===== config.mk =====
export PLATFORM = sky130hd
export DESIGN_NAME = ps2_host_tx_flat
export DESIGN_NICKNAME = d
export VERILOG_FILES = /design/src/rtl/ps2_host_tx_if.sv /design/src/rtl/ps2_host_tx.sv /design/src/flat_wrapper.sv
export SDC_FILE = /design/constraint.sdc
export NUM_CORES = 1
export LEC_CHECK = 0
export CAP_MARGIN = 20
export CORE_MARGIN = 2
export CORE_UTILIZATION = 60
export DETAILED_ROUTE_END_ITERATION = 16
export GPL_TIMING_DRIVEN = 0
export PLACE_DENSITY = 0.78
export SKIP_LAST_GASP = 1
export SYNTH_ARGS = -nofsm -noshare
export SYNTH_HDL_FRONTEND = slang
export SYNTH_SLANG_ARGS = --single-unit
export TNS_END_PERCENT = 10

===== constraint.sdc =====
create_clock -name CLOCK_50 -period 2.72 [get_ports CLOCK_50]
set_input_delay 0.408 -clock CLOCK_50 [delete_from_list [all_inputs] [get_ports CLOCK_50]]
set_output_delay 0.408 -clock CLOCK_50 [all_outputs]
set_load 0.05 [all_outputs]

===== src/rtl/ps2_host_tx_if.sv =====
// Command handshake between the host logic and the PS/2 transmitter.
// The slave modport is the transmitter; the master is whoever supplies bytes.
interface ps2_host_tx_if;
  logic [7:0] tx_data;
  logic       tx_valid;
  logic       tx_ready;
  logic       busy;
  logic       done;
  logic       err;

  modport master (
    output tx_data, tx_valid,
    input  tx_ready, busy, done, err
  );

  modport slave (
    input  tx_data, tx_valid,
    output tx_ready, busy, done, err
  );
endinterface


===== src/rtl/ps2_host_tx.sv =====
// Host-to-device PS/2 frame transmitter over open-collector clk/data lines.
// The device clock is synchronised and glitch-filtered, never used as a clock.
//
// state     | meaning
// ----------+-----------------------------------------------------------
// IDLE      | lines released, ready for a byte
// INHIBIT   | host holds clk low; start bit asserted on exit
// RELEASE   | clk released, start bit on data, waiting for first fall
// SEND      | presenting data/parity/stop on each fall
// ACK       | next fall samples the device ack on data
// WAIT_IDLE | waiting for both lines high before reporting done
// ERR       | one-cycle error report, lines released
module ps2_host_tx #(
  parameter int INHIBIT_CYCLES = 5000,
  parameter int FILTER_LEN     = 8,
  parameter int TIMEOUT_CYCLES = 750000
) (
  input  logic           CLOCK_50,
  input  logic           reset,
  ps2_host_tx_if.slave   bus,
  input  logic           ps2_clk_in,
  input  logic           ps2_dat_in,
  output logic           ps2_clk_oe,
  output logic           ps2_dat_oe
);

  localparam int FW = $clog2(FILTER_LEN + 1);
  localparam int IW = $clog2(INHIBIT_CYCLES + 1);
  localparam int TW = $clog2(TIMEOUT_CYCLES + 1);

  typedef enum logic [2:0] {
    S_IDLE, S_INHIBIT, S_RELEASE, S_SEND, S_ACK, S_WAIT_IDLE, S_ERR
  } state_t;

  state_t        state, state_n;
  logic [1:0]    clk_meta, dat_meta;
  logic          clk_sync, dat_sync;
  logic          clk_filt, clk_filt_d, fall;
  logic [FW-1:0] flt_cnt;
  logic [9:0]    shreg, shreg_n;
  logic [3:0]    idx, idx_n;
  logic          dat_q, dat_n;
  logic [IW-1:0] inh_cnt, inh_n;
  logic [TW-1:0] to_cnt, to_n;
  logic          to_expired;

  assign clk_sync = clk_meta[1];
  assign dat_sync = dat_meta[1];

  // Synchronisers reset high so a reset never fakes a falling edge.
  always_ff @(posedge CLOCK_50 or negedge reset) begin
    if (!reset) begin
      clk_meta   <= 2'b11;
      dat_meta   <= 2'b11;
      clk_filt   <= 1'b1;
      clk_filt_d <= 1'b1;
      flt_cnt    <= '0;
    end else begin
      clk_meta   <= {clk_meta[0], ps2_clk_in};
      dat_meta   <= {dat_meta[0], ps2_dat_in};
      clk_filt_d <= clk_filt;
      if (clk_sync == clk_filt) begin
        flt_cnt <= '0;
      end else if (flt_cnt == FW'(FILTER_LEN - 1)) begin
        clk_filt <= clk_sync;
        flt_cnt  <= '0;
      end else begin
        flt_cnt <= flt_cnt + 1'b1;
      end
    end
  end

  assign fall = clk_filt_d & ~clk_filt;

  always_ff @(posedge CLOCK_50 or negedge reset) begin
    if (!reset) begin
      state   <= S_IDLE;
      shreg   <= '0;
      idx     <= '0;
      dat_q   <= 1'b0;
      inh_cnt <= '0;
      to_cnt  <= '0;
    end else begin
      state   <= state_n;
      shreg   <= shreg_n;
      idx     <= idx_n;
      dat_q   <= dat_n;
      inh_cnt <= inh_n;
      to_cnt  <= to_n;
    end
  end

  assign to_expired = (to_cnt == '0);

  always_comb begin
    state_n  = state;
    shreg_n  = shreg;
    idx_n    = idx;
    dat_n    = dat_q;
    inh_n    = inh_cnt;
    to_n     = to_cnt;
    bus.done = 1'b0;
    bus.err  = 1'b0;
    case (state)
      S_IDLE: begin
        dat_n = 1'b0;
        if (bus.tx_valid) begin
          shreg_n = {1'b1, ~^bus.tx_data, bus.tx_data};
          idx_n   = '0;
          inh_n   = IW'(INHIBIT_CYCLES - 1);
          to_n    = '0;
          state_n = S_INHIBIT;
        end
      end
      S_INHIBIT: begin
        if (inh_cnt == '0) begin
          dat_n   = 1'b1;
          to_n    = TW'(TIMEOUT_CYCLES - 1);
          state_n = S_RELEASE;
        end else begin
          inh_n = inh_cnt - 1'b1;
        end
      end
      S_RELEASE, S_SEND, S_ACK: begin
        if (to_expired) begin
          dat_n   = 1'b0;
          state_n = S_ERR;
        end else begin
          to_n = to_cnt - 1'b1;
          if (fall) begin
            case (state)
              S_RELEASE: begin
                dat_n   = ~shreg[0];
                idx_n   = 4'd1;
                state_n = S_SEND;
              end
              S_SEND: begin
                dat_n = ~shreg[idx];
                if (idx == 4'd9) state_n = S_ACK;
                else             idx_n   = idx + 4'd1;
              end
              default: begin
                dat_n   = 1'b0;
                state_n = dat_sync ? S_ERR : S_WAIT_IDLE;
              end
            endcase
          end
        end
      end
      S_WAIT_IDLE: begin
        dat_n = 1'b0;
        if (clk_sync && dat_sync) begin
          bus.done = 1'b1;
          state_n  = S_IDLE;
        end else if (to_expired) begin
          state_n = S_ERR;
        end else begin
          to_n = to_cnt - 1'b1;
        end
      end
      S_ERR: begin
        bus.err = 1'b1;
        dat_n   = 1'b0;
        state_n = S_IDLE;
      end
      default: begin
        dat_n   = 1'b0;
        state_n = S_IDLE;
      end
    endcase
  end

  assign ps2_clk_oe   = (state == S_INHIBIT);
  assign ps2_dat_oe   = dat_q;
  assign bus.tx_ready = (state == S_IDLE);
  assign bus.busy     = (state != S_IDLE);

endmodule


===== src/flat_wrapper.sv =====
// flat-port wrapper written by rule: the top's interface ports become plain ports
module ps2_host_tx_flat 
#(
  parameter int INHIBIT_CYCLES = 5000,
  parameter int FILTER_LEN     = 8,
  parameter int TIMEOUT_CYCLES = 750000
)
  (CLOCK_50, reset, ps2_clk_in, ps2_dat_in, ps2_clk_oe, ps2_dat_oe, bus_tx_data, bus_tx_valid, bus_tx_ready, bus_busy, bus_done, bus_err);
  ps2_host_tx_if bus_i ();
  input  logic CLOCK_50;
  input  logic reset;
  input  logic ps2_clk_in;
  input  logic ps2_dat_in;
  output logic ps2_clk_oe;
  output logic ps2_dat_oe;
  input wire logic [$bits(bus_i.tx_data)-1:0] bus_tx_data;
  input wire logic [$bits(bus_i.tx_valid)-1:0] bus_tx_valid;
  output wire logic [$bits(bus_i.tx_ready)-1:0] bus_tx_ready;
  output wire logic [$bits(bus_i.busy)-1:0] bus_busy;
  output wire logic [$bits(bus_i.done)-1:0] bus_done;
  output wire logic [$bits(bus_i.err)-1:0] bus_err;
  assign bus_i.tx_data = bus_tx_data;
  assign bus_i.tx_valid = bus_tx_valid;
  assign bus_tx_ready = bus_i.tx_ready;
  assign bus_busy = bus_i.busy;
  assign bus_done = bus_i.done;
  assign bus_err = bus_i.err;
  ps2_host_tx #(.INHIBIT_CYCLES(INHIBIT_CYCLES), .FILTER_LEN(FILTER_LEN), .TIMEOUT_CYCLES(TIMEOUT_CYCLES)) u_core (.CLOCK_50(CLOCK_50), .reset(reset), .bus(bus_i), .ps2_clk_in(ps2_clk_in), .ps2_dat_in(ps2_dat_in), .ps2_clk_oe(ps2_clk_oe), .ps2_dat_oe(ps2_dat_oe));
endmodule

==> impl_metrics.py, run 1 <==
metrics = {
    "layout": {
        "syn_to_final_growth_pct": 14.4,
        "stdcell_count": 496,
        "n_antenna_cell": 0,
        "layout_commonest_cell": "dfrtp_1",
        "nNetsFinal": 441,
        "drive_above_1_share_pct": 12.5,
        "layout_common_cells": "55 x dfrtp_1, 42 x nand2_1, 33 x nor2_1",
    },
    "placed_design": {
        "pre_cts_ws_ps": -231,
        "dp_cells": 480,
        "portBuffers": 18,
        "globalplace.congestion": 0.932,
        "dp_hpwl_um": 5900,
    },
    "synthesis": {
        "async_flop_share_pct": 100,
        "synth_seq_cells": 61,
        "netlist_instances": 389,
        "yosys_warnings": 0,
        "netlist_area_mm2": 0.00354,
        "synth_fp_nets": 411,
        "synth_top_area_share_pct": 38.9,
        "avgSynthCellArea_um2": 9.10,
        "yosysSeqAreaShare_pct": 43.3,
        "synth_edf_count": 0,
        "ys.flop_type": "dfrtp_1",
        "synth_area_leaders": "dfrtp_1 39%, dfstp_2 4.5%, nand2_1 4.5%",
        "ys_types": 61,
        "synth.largest_area_cell": "dfrtp_1",
    },
    "sta": {
        "rsz0062_at_grt": "true",
        "relSlewSlack_pct": 56.4,
        "worst_pin_slew_ps": 647,
        "final_hold_viol_count": 0,
        "skew_ps": 7.41,
        "setup_violations": 1,
        "drv_slew": 0,
        "max_freq_ghz": 0.360,
        "period_share_pct": 102,
        "period_minus_slack_ps": 2780,
        "setup-tns-final_ps": -61.0,
        "setup_slack_ps": -61.0,
    },
    "setup_path": {
        "setup.worst_path.end_class": "output port",
        "path_buf_inv": 4,
        "worstPathMaxFanout": 9,
        "cp_top_family": "buffers and inverters",
        "path_cells": "clkbuf_2, or3_1, buf_2, inv_1, clkdlybuf4s50_1",
        "worst_ep_required_time_ps": 2310,
        "slowest_delay_ps": 810,
        "worstSetupPathType": "reg -> out",
        "slowest_stage": "clkdlybuf4s50_1",
        "start_kind": "flop",
        "cp.arrival_ps": 2370,
    },
    "global_route": {
        "antenna_found_initial": 0,
        "grt_pass1_wl_um": 14400,
        "grt_max_degree": 42,
        "grt_pass1_vias": 3112,
        "grt.total_usage_pct": 28.4,
        "grt_overflow": 0,
    },
    "floorplan": {
        "rows": 27,
        "die_w_um": 80.8,
        "initial_core_util_pct": 63.1,
        "die_area_mm2": 0.00653,
        "coreArea_mm2": 0.00561,
        "ioPinCount": 19,
        "die_h_um": 80.8,
    },
    "clocking": {
        "clockRootBuffer": "clkbuf_8",
        "postCtsHoldBufs": 0,
        "numClockSinks": 61,
        "post_cts_buffers": 0,
        "clock_path_buffers": 2,
        "cts_tree": "yes",
        "clk_latency_ps": 340,
        "htreeDepth": 3,
        "clkTransAtPathRegs_ps": 70,
        "cts_made_buffers": 9,
    },
    "routing": {
        "drt-wirelength-per-cell_um": 16.8,
        "viasPerCell": 6.40,
        "drt_iter0_drc": 329,
        "postRouteAntennaNets": 0,
        "drt_wl_total_um": 8360,
        "dr.pass1.iters": 5,
        "via_count": 3176,
        "drc": 0,
    },
    "pwr": {
        "finalPower_mw": 4.89,
        "power_density_mw_per_mm2": 1210,
        "vdd_drop_max_v": 0.000587,
        "power.leakage_nw": 1.68,
    },
    "hold_path": {
        "hold_class": "in -> async",
    },
    "outcome": {
        "status": "finished with violations",
        "violations": "negative setup slack",
    },
    "run": {
        "drv_cap": 0,
    },
}
[per-layer routing]
layer,up-vias,track usage [%],share of wire [%]
met5,-,0,0
met4,0,9.83,1.9
met3,24,5.56,6.0
met2,127,46.9,48
met1,1537,37.6,44
li1,1488,-,-
[power by group]
group / switching [mW] / internal [mW]
clock: 0.355 / 0.497
sequential: 0.280 / 1.24
combinational: 1.59 / 0.926
[worst reg2reg max path, cell delays in order, from the launching register on]
cell      delay, ps
dfrtp_1         430
nor4_1          600
nand3_1         390
or2_2           370
clkbuf_1        220
a21oi_2         230
mux2_2          350
[state kept, by name (all words and copies together) (netlist names), 2 cells and up]
register / count
u_core.flt_cnt: 4
u_core.shreg: 10
u_core.dat_meta: 2
u_core.state: 3
u_core.to_cnt: 20
u_core.inh_cnt: 13
u_core.idx: 4
u_core.clk_meta: 2
[path summary, 6_finish.rpt]
check,cells past startpoint,slack [ps],startpoint,endpoint
worst max-delay path,5,-60,u_core.state[1],bus_tx_ready
worst min-delay path,1,10,reset,u_core.to_cnt[7]
min in group CLOCK_50,0,360,u_core.dat_meta[0],u_core.dat_meta[1]
worst min register to register,0,360,u_core.dat_meta[0],u_core.dat_meta[1]
max in group asynchronous,2,2120,reset,u_core.ps2_dat_oe
worst max register to register,6,10,u_core.to_cnt[4],u_core.state[1]
[Yosys cell counts (8+ instances only)]
cell type and n:
o31ai_1 12, or3_1 8, nand3_1 8, nor2_1 34, o21ai_0 23, nand2_1 42
a21oi_1 22, inv_1 18, dfrtp_1 55, ha_1 9, nor3_1 19, clkbuf_1 13
xnor2_1 13
[stage by stage]
step	hold WS, ps	util, %	area, um^2
2_1_floorplan	112	-	3540
3_3_place_gp	345	67.9	3810
3_5_place_dp	348	68.2	3820
4_1_cts	35.8	72.0	4040
5_1_grt	50.6	72.2	4050
6_report	13.2	72.2	4050
[kinds of logic (layout without fill, tap and decap cells)]
family	Yosys count	in the layout	share of synthesized area [%]
DFF	61	61	43.3
xor gates and xnor gates	14	14	3.46
AOI/OAI and AO/OA	98	98	18.6
adders and majority gates	9	9	3.18
buffers and inverters	36	71	3.99
and+or+nand+nor	159	159	23.2
muxes	12	12	4.31
[timing repair]
action	in CTS	in global routing
endpoints found under the hold margin	0	0
gates resized for setup	4	3
setup endpoints to repair	8	24
[area by class of cell]
cell class	count	area, um^2
clock buffers	13	169
repair buffers	19	199
multi-input cells	292	1870
well taps	72	90.1
flip-flops and latches	61	1530
plain buffers	18	75.1
fillers	433	1560
clock inverters	3	42.5
inverters	18	67.6
Power figures use the tool's default switching activity.
==> inputs of run 2 (changes only) <==
SLEW_MARGIN = 10   (was default)
==> run 2 against run 1 <==
Compared with the run above: critical path depth is the same; worst hold slack improved by 130 ps; design area shrank 0.74%; largest power group unchanged; clock-buffer cell count is 1 lower; core utilization decreased by 0.54 points; flip-flop and latch count is the same; combinational power is essentially flat; final cell count down 0.20%; non-clock buffer count fell by 1; first-iteration DRC count grew 0.91%; routed wire length grew 0.62%; the flow still finishes with violations (negative setup slack); clock skew decreased by 1.5 ps.
==> impl_metrics.py, run 2 (synthesis results as in run 1) <==
metrics = {
    "routing": {
        "via_count": 3142,
        "drt_iter0_drc": 332,
        "viasPerCell": 6.35,
        "drt_wl_total_um": 8410,
        "dr.pass1.iters": 5,
        "postRouteAntennaNets": 0,
        "drt-wirelength-per-cell_um": 17.0,
        "drc": 0,
    },
    "outcome": {
        "violations": "negative setup slack",
        "status": "finished with violations",
    },
    "setup_path": {
        "r2r_start": "u_core.inh_cnt[0]",
        "cp.arrival_ps": 2360,
        "slowest_stage": "clkdlybuf4s50_1",
        "path_buf_inv": 4,
        "start_kind": "flop",
        "worst_ep_required_time_ps": 2310,
        "path_cells": "clkbuf_2, or3_1, buf_2, inv_1, clkdlybuf4s50_1",
        "cp_top_family": "buffers and inverters",
        "worstPathMaxFanout": 9,
        "worstSetupPathType": "reg -> out",
        "setup.worst_path.end_class": "output port",
        "crit_start": "u_core.state[1]",
        "slowest_delay_ps": 810,
    },
    "sta": {
        "rsz0062_at_grt": "true",
        "worst_pin_slew_ps": 759,
        "period_minus_slack_ps": 2770,
        "setup_violations": 1,
        "final_hold_viol_count": 0,
        "setup_slack_ps": -45.5,
        "drv_slew": 0,
        "period_share_pct": 102,
        "max_freq_ghz": 0.362,
        "skew_ps": 5.86,
        "relSlewSlack_pct": 49.4,
    },
    "placed_design": {
        "portBuffers": 18,
        "dp_hpwl_um": 5810,
        "globalplace.congestion": 0.932,
    },
    "layout": {
        "largest_reg_flops": 20,
        "drive_above_1_share_pct": 12.1,
        "layout_common_cells": "55 x dfrtp_1, 42 x nand2_1, 33 x nor2_1",
        "layout_commonest_cell": "dfrtp_1",
        "reg.largest.list": "u_core.to_cnt (20), u_core.inh_cnt (13), u_core.shreg (10)",
        "top_register": "u_core.to_cnt",
        "fin_util_pct": 71.7,
        "syn_to_final_growth_pct": 13.5,
        "nNetsFinal": 440,
        "n_fill_cell": 445,
        "n_antenna_cell": 0,
    },
    "pwr": {
        "vdd_drop_max_v": 0.000571,
        "comb_power_share_pct": 52.3,
        "power.leakage_nw": 1.67,
        "switchingPower_mw": 2.24,
        "pwr-share-clk_pct": 16.5,
        "internal_power_mw": 2.61,
        "finalPower_mw": 4.85,
        "power_density_mw_per_mm2": 1210,
        "swShare_pct": 46.2,
        "seqPwrFrac_pct": 31.2,
    },
    "clocking": {
        "clock_path_buffers": 2,
        "numClockSinks": 61,
        "htreeDepth": 3,
        "cts_made_buffers": 9,
        "clockRootBuffer": "clkbuf_8",
        "clkTransAtPathRegs_ps": 70,
        "cts_tree": "yes",
        "post_cts_buffers": 0,
        "clk_latency_ps": 330,
    },
    "floorplan": {
        "rows": 27,
        "ioPinCount": 19,
        "die_area_mm2": 0.00653,
        "initial_core_util_pct": 63.1,
        "die_w_um": 80.8,
        "coreArea_mm2": 0.00561,
        "die_h_um": 80.8,
    },
    "hold_path": {
        "hold_class": "in -> async",
    },
    "run": {
        "drv_cap": 0,
    },
    "global_route": {
        "grt_max_degree": 62,
        "grt_pass1_wl_um": 14300,
        "grt.total_usage_pct": 28.3,
        "grt_overflow": 0,
        "grt_pass1_vias": 3087,
        "antenna_found_initial": 0,
    },
}
-- run 2: metrics by stage --
step | hold slack (ps) | instances | setup slack, ps | instance area [um^2] | setup TNS, ps
floorplan | 112 | 389 | 201 | 3540 | 0
global placement | 345 | 479 | -677 | 3810 | -37380
detailed placement | 348 | 479 | -243 | 3810 | -322
CTS | 173 | 495 | -60.1 | 4000 | -255
global route | 203 | 495 | -148 | 4020 | -964
finish | 143 | 495 | -45.5 | 4020 | -45.5
-- run 2: layout make-up --
class                      count  area (um^2)  area share [%]
multi-input combinational    292         1880            46.7
sequential                    61         1530            38.2
buffer                        18         75.1            1.87
tap                           72         90.1            2.24
clock inverter                 4         47.5            1.18
timing repair buffer          18          181            4.51
inverter                      18         67.6            1.68
clock buffer                  12          145            3.61
-- run 2: timing repair --
| item | 4_1_cts | 5_1_grt |
|---|---|---|
| hold buffers | 0 | 0 |
| setup endpoints to repair | 9 | 23 |
| resized for setup | 4 | 4 |
-- run 2: worst paths after layout --
path	to	slack, ps	cells after the start
min in group CLOCK_50	u_core.dat_meta[1]	360	0
max in group asynchronous	u_core.to_cnt[10]	2070	1
worst min register to register	u_core.dat_meta[1]	360	0
worst min-delay path	u_core.to_cnt[12]	140	1
worst max-delay path	bus_tx_ready	-50	5
worst max register to register	u_core.to_cnt[7]	30	9
-- run 2: layer usage --
| layer | vias up | global-route usage, % | wire, um |
|---|---|---|---|
| li1 | 1484 | - | - |
| met5 | - | 0 | 0 |
| met2 | 129 | 46.3 | 4060 |
| met1 | 1507 | 37.0 | 3760 |
| met4 | 0 | 12.9 | 184 |
| met3 | 22 | 4.56 | 396 |
-- run 2: worst register-to-register path, cell delays in order, from the launching register on --
cell	delay, ps
dfrtp_1	380
inv_1	130
ha_1	160
or4b_4	470
o31ai_4	400
nand2_2	210
buf_2	250
buf_2	220
o31ai_1	270
o21ai_1	90
-- run 2: power groups by stage --
stage / clock [mW] / sequential (mW) / combinational (mW)
6_report: 0.800 / 1.51 / 2.53
5_1_grt: 0.853 / 1.56 / 2.78
4_1_cts: 0.809 / 1.51 / 2.49
3_5_place_dp: 0 / 1.52 / 2.46
3_3_place_gp: 0 / 1.51 / 2.41
2_1_floorplan: 0 / 1.47 / 1.84
